### config.mk
export PLATFORM = sky130hd
export DESIGN_NAME = pipeline_ctrl
export DESIGN_NICKNAME = d
export VERILOG_FILES = /design/src/rtl/cpu_pkg.sv /design/src/rtl/hazard_detect.sv /design/src/rtl/pipeline_ctrl.sv
export SDC_FILE = /design/constraint.sdc
export NUM_CORES = 1
export LEC_CHECK = 0
export ABC_AREA = 1
export BUFFER_PORTS_ARGS = -buffer_cell sky130_fd_sc_hd__buf_4
export CAP_MARGIN = 20
export CORE_UTILIZATION = 35
export DETAILED_ROUTE_END_ITERATION = 12
export PLACE_DENSITY = 0.63
export SLEW_MARGIN = 20
export SYNTH_ARGS = -nofsm -noshare
export SYNTH_HDL_FRONTEND = slang
export SYNTH_SLANG_ARGS = --single-unit
### constraint.sdc
create_clock -name clk -period 1.85 [get_ports clk]
set_input_delay 0.2775 -clock clk [delete_from_list [all_inputs] [get_ports clk]]
set_output_delay 0.2775 -clock clk [all_outputs]
set_load 0.1 [all_outputs]
### src/rtl/cpu_pkg.sv
// cpu_pkg: shared pipeline-control state encoding and register-address width.
package cpu_pkg;
  localparam int NB_REG = 5;
  typedef enum logic [2:0] {
    IDLE   = 3'd0,
    RUN    = 3'd1,
    STEP   = 3'd2,
    DRAIN  = 3'd3,
    HALTED = 3'd4
  } state_t;
endpackage

### src/rtl/hazard_detect.sv
// hazard_detect: load-use hazard between the load in EX and the sources in ID.
import cpu_pkg::*;
module hazard_detect #(
  parameter int NB_REG = cpu_pkg::NB_REG
) (
  input  logic [NB_REG-1:0] i_id_rs1,
  input  logic [NB_REG-1:0] i_id_rs2,
  input  logic [NB_REG-1:0] i_ex_rd,
  input  logic              i_ex_mem_read,
  input  logic              i_id_halt,
  output logic              o_ld_use
);
  // x0 never carries a hazard; a HALT in ID reads no registers
  assign o_ld_use = i_ex_mem_read & (i_ex_rd != '0) &
                    ((i_ex_rd == i_id_rs1) | (i_ex_rd == i_id_rs2)) & ~i_id_halt;
endmodule

### src/rtl/pipeline_ctrl.sv
// pipeline_ctrl: run/step/stop/halt sequencing, hazard stalls/flushes and cycle counting.
import cpu_pkg::*;
module pipeline_ctrl #(
  parameter int NB_REG       = cpu_pkg::NB_REG,
  parameter int NB_CNT       = 32,
  parameter int DRAIN_CYCLES = 3
) (
  input  logic              clk,
  input  logic              i_rst_n,
  input  logic              i_start,
  input  logic              i_step,
  input  logic              i_stop,
  input  logic              i_clear,
  input  logic              i_id_halt,
  input  logic [NB_REG-1:0] i_id_rs1,
  input  logic [NB_REG-1:0] i_id_rs2,
  input  logic [NB_REG-1:0] i_ex_rd,
  input  logic              i_ex_mem_read,
  input  logic              i_ex_branch_taken,
  output logic              o_pc_en,
  output logic              o_if_id_en,
  output logic              o_if_id_flush,
  output logic              o_id_ex_flush,
  output logic              o_pipe_en,
  output logic              o_halted,
  output logic              o_step_done,
  output logic [NB_CNT-1:0] o_cycle_cnt
);
  localparam int NB_DRN = $clog2(DRAIN_CYCLES) + 1;
  state_t state, state_nx;
  logic [NB_DRN-1:0] drn_cnt;
  logic ld_use, br, hlt, adv;
  hazard_detect #(.NB_REG(NB_REG)) u_hazard (
    .i_id_rs1      (i_id_rs1),
    .i_id_rs2      (i_id_rs2),
    .i_ex_rd       (i_ex_rd),
    .i_ex_mem_read (i_ex_mem_read),
    .i_id_halt     (i_id_halt),
    .o_ld_use      (ld_use)
  );
  always_comb begin
    br            = i_ex_branch_taken;
    hlt           = i_id_halt & ~br;
    adv           = ((state == RUN) & ~i_stop) | (state == STEP);
    o_pc_en       = 1'b0;
    o_if_id_en    = 1'b0;
    o_if_id_flush = 1'b0;
    o_id_ex_flush = 1'b0;
    o_pipe_en     = adv | (state == DRAIN);
    if (adv) begin
      o_pc_en       = br | (~hlt & ~ld_use);
      o_if_id_en    = ~br & ~hlt & ~ld_use;
      o_if_id_flush = br | hlt;
      o_id_ex_flush = br | (~hlt & ld_use);
    end
    // the drain keeps fetching bubbles so only the older instructions retire
    if (state == DRAIN) o_if_id_flush = 1'b1;
    state_nx = state;
    case (state)
      IDLE:    state_nx = i_start ? RUN : i_step ? STEP : IDLE;
      RUN:     state_nx = i_stop ? IDLE : hlt ? DRAIN : RUN;
      STEP:    state_nx = hlt ? DRAIN : IDLE;
      DRAIN:   state_nx = (drn_cnt == '0) ? HALTED : DRAIN;
      HALTED:  state_nx = i_clear ? IDLE : HALTED;
      default: state_nx = IDLE;
    endcase
  end
  always_ff @(posedge clk or negedge i_rst_n) begin
    if (!i_rst_n) begin
      state       <= IDLE;
      drn_cnt     <= '0;
      o_halted    <= 1'b0;
      o_step_done <= 1'b0;
      o_cycle_cnt <= '0;
    end else begin
      state       <= state_nx;
      drn_cnt     <= (state != DRAIN && state_nx == DRAIN) ? NB_DRN'(DRAIN_CYCLES - 1) :
                     (state == DRAIN && drn_cnt != '0) ? drn_cnt - 1'b1 : drn_cnt;
      o_halted    <= state_nx == HALTED;
      o_step_done <= state == STEP;
      o_cycle_cnt <= (i_clear & (state == IDLE | state == HALTED)) ? '0 :
                     (o_pipe_en & ~&o_cycle_cnt) ? o_cycle_cnt + 1'b1 : o_cycle_cnt;
    end
  end
endmodule

==> metrics.cfg <==
[floorplan]
ios=63
dieArea_sq_um=8530
core.rowCount=32
die_h_um=92.3
die_w_um=92.3
core_area_sq_um=7810
initial_utilization_pct=36.6

[clock_tree]
cts_tree=yes
cts_sinks=40
numCtsBuffers=5
clk_pin_slew_worst_paths_ps=80
cts_root_buf=clkbuf_8
clkLatencyLatePin_ps=290
cts_max_path_buffers=2
htree_levels=2

[power_and_ir_drop]
p_leak_nw=1.83
power_w=0.00428
power_density_nw_per_um2=1140
ir_drop_mv=1.28

[timing]
period_share_pct=95.8
slew_headroom_pct=65.6
fmax_mhz=564
worst_slew_pin_slew_ps=515
min_period_ps=1770
setup_viol=0
final_max_slew_viol_count=0
skew_ps=4.38
setup_slack_ps=78.5
finalHoldViolations=0

[cells_and_area]
utilization_pct=47.8
layout.nets=545
antenna_cells=0
area_delta_synth_final_pct=30.7
final_cells=621
drive_gt1_share_pct=27.7

[detailed_routing]
wire_per_inst_um=12.3
vias_per_cell=4.79
dr.pass1.iters=4
finalWirelength_mm=7.63
post-route-drc-count=0
dr_total_vias=2974
drt_iter0_markers=160
ant_nets=0

[synth]
synth_area_leaders=dfrtp_1 (35%), nand2_1 (23%), nor2_1 (9.7%), inv_1 (6.0%), nand3_1 (5.1%)
synth_top_area_share_pct=35.0
synth_top_cells_by_count=nand2_1 (173), nor2_1 (74), inv_1 (46)
synth_top_family_by_area=simple AND/OR/NAND/NOR gates
synth_ff_type=dfrtp_1
synth-xor-area-share_pct=5.21
ys_seq_area_share_pct=35.0
synthAdderAreaFrac_pct=1.31
synth_compound_area_share_pct=3.42
yosys.area.top_type=dfrtp_1
avgSynthCellArea_sq_um=6.42
synth_fp_nets=472
synth_most_common_cell=nand2_1
synthMuxAreaShare_pct=0
syn_area_sq_um=2860
ys_seq_elements=40
synth_cell_types=29
async_flop_share_pct=100
syn_inst=445
synth_edf_count=0
yosys_warnings=0
synth-simple-area-share_pct=46.7

[worst_setup_path]
cpMaxStageDelayCell=dfrtp_1
slowest_delay_ps=410
cpLargestDelayFamily=buffers and inverters
crit_required_ps=1570
critical_path_class=reg2out
r2r_start=o_cycle_cnt[0]
crit_buf_inv=4
reg2reg_depth=9
path_depth=8
critPathCaptureType=output port
critPathMaxFanout=4
cpMostUsedCell=nor2_1
worst-endpoint-arrival_ps=1490
crit_path_start_kind=flop
path_cells=buf_4 > nand3_2 > nand2_2 > inv_2 > nor2_1 > nor2_1 > inv_1 > buf_12
crit_start=state[1]

[placement]
portBuffers=62
dpl.cell_count=609
pre_cts_ws_ps=121
dp_hpwl_mm=5.91
routabilityCongestion=0.879

[grt]
grt_max_degree=41
antenna_found_initial=0
grt_use_total_pct=18.8
grt_first_pass_wirelength_mm=13.0
grt_pass1_vias=2803
globalRouteOverflowTotal=0

[job]
cap_viol_max_count=0

[run_status]
status=finished clean

[min_path]
hold_path.class=in2reg
worstHoldPathCells=3
worstHoldStart=i_start

[registers in the layout, summed over array words and instances (netlist names)]
signal / count
o_cycle_cnt: 32
o_step_done: 1
o_halted: 1
state: 3
drn_cnt: 3
[power by group]
part	leakage, nW	internal (W)	switching [W]
Combinational	1.29	0.000605	0.00176
Clock	0.0541	0.000399	0.000323
Sequential	0.492	0.00103	0.000153
Total	1.83	0.00203	0.00224
[worst min-delay path, cell delays in order]
cell,delay (ps)
buf_4,80
nand2_1,50
o2111ai_1,80
[final timing paths]
kind / endpoint / slack [ps]
setup / recovery: o_if_id_flush / 80
hold / removal: state[0] / 230
setup reg to reg: o_cycle_cnt[0] / 140
hold reg to reg: drn_cnt[1] / 520
max in group asynchronous: o_cycle_cnt[8] / 960
min in group asynchronous: o_cycle_cnt[5] / 500
[layer usage]
metal,vias to the layer above,global-route usage (%),wire (um)
met4,0,4.30,81
met5,-,0,0
met2,56,31.6,3580
met1,1372,25.6,3670
li1,1537,-,-
met3,9,2.71,298
[logic make-up after synthesis]
group,Yosys count
and+or+nand+nor,313
DFF,40
buffers and inverters,57
AOI/OAI and AO/OA,15
xor gates and xnor gates,17
adders and majority gates,3
[metrics by stage]
stage / setup TNS [ps] / instance area (sq um) / hold slack (ps)
finish: 0 / 3730 / 233
global route: -4.04 / 3730 / 247
CTS: 0 / 3660 / 223
detailed placement: 0 / 3530 / 295
global placement: 0 / 3530 / 294
floorplan: -1220 / 2930 / -18.1
[layout by cell type, fill, tap and decap left out, drive strengths merged]
| cell type | synthesis | final |
|---|---|---|
| buf | 5 | 71 |
| ha | 3 | 3 |
| bufinv | 0 | 1 |
| dfrtp | 40 | 40 |
| o21ai | 5 | 5 |
| a21oi | 3 | 3 |
| clkbuf | 1 | 5 |
| nor2 | 79 | 79 |
| xnor2 | 5 | 5 |
| clkinv | 1 | 2 |
| nand4 | 20 | 20 |
| inv | 50 | 50 |
| o2111ai | 1 | 1 |
| nor3 | 1 | 1 |
| clkinvlp | 0 | 1 |
| nand3 | 29 | 29 |
| o31ai | 2 | 2 |
| nand2 | 179 | 179 |
| nand3b | 3 | 3 |
| dlygate4sd3 | 0 | 1 |
| or2 | 2 | 2 |
| xor2 | 12 | 12 |
| o21bai | 4 | 4 |
[area by class of cell]
cell class / count / area [sq um]
clock buffer: 5 / 68.8
clock inverter: 3 / 42.5
fill: 802 / 4070
inverter: 51 / 204
multi-input combinational: 348 / 1670
sequential: 40 / 1050
tap: 102 / 128
timing repair buffer: 72 / 576
[repair_timing]
action | 4_1_cts | 5_1_grt
hold buffers | 1 | 0
pin swaps | 0 | 3
setup buffers | 0 | 3
endpoints found under the hold margin | 40 | 0
setup endpoints to repair | 2 | 19
resized for setup | 2 | 18
Note: power is estimated with default switching activity, not from simulation.
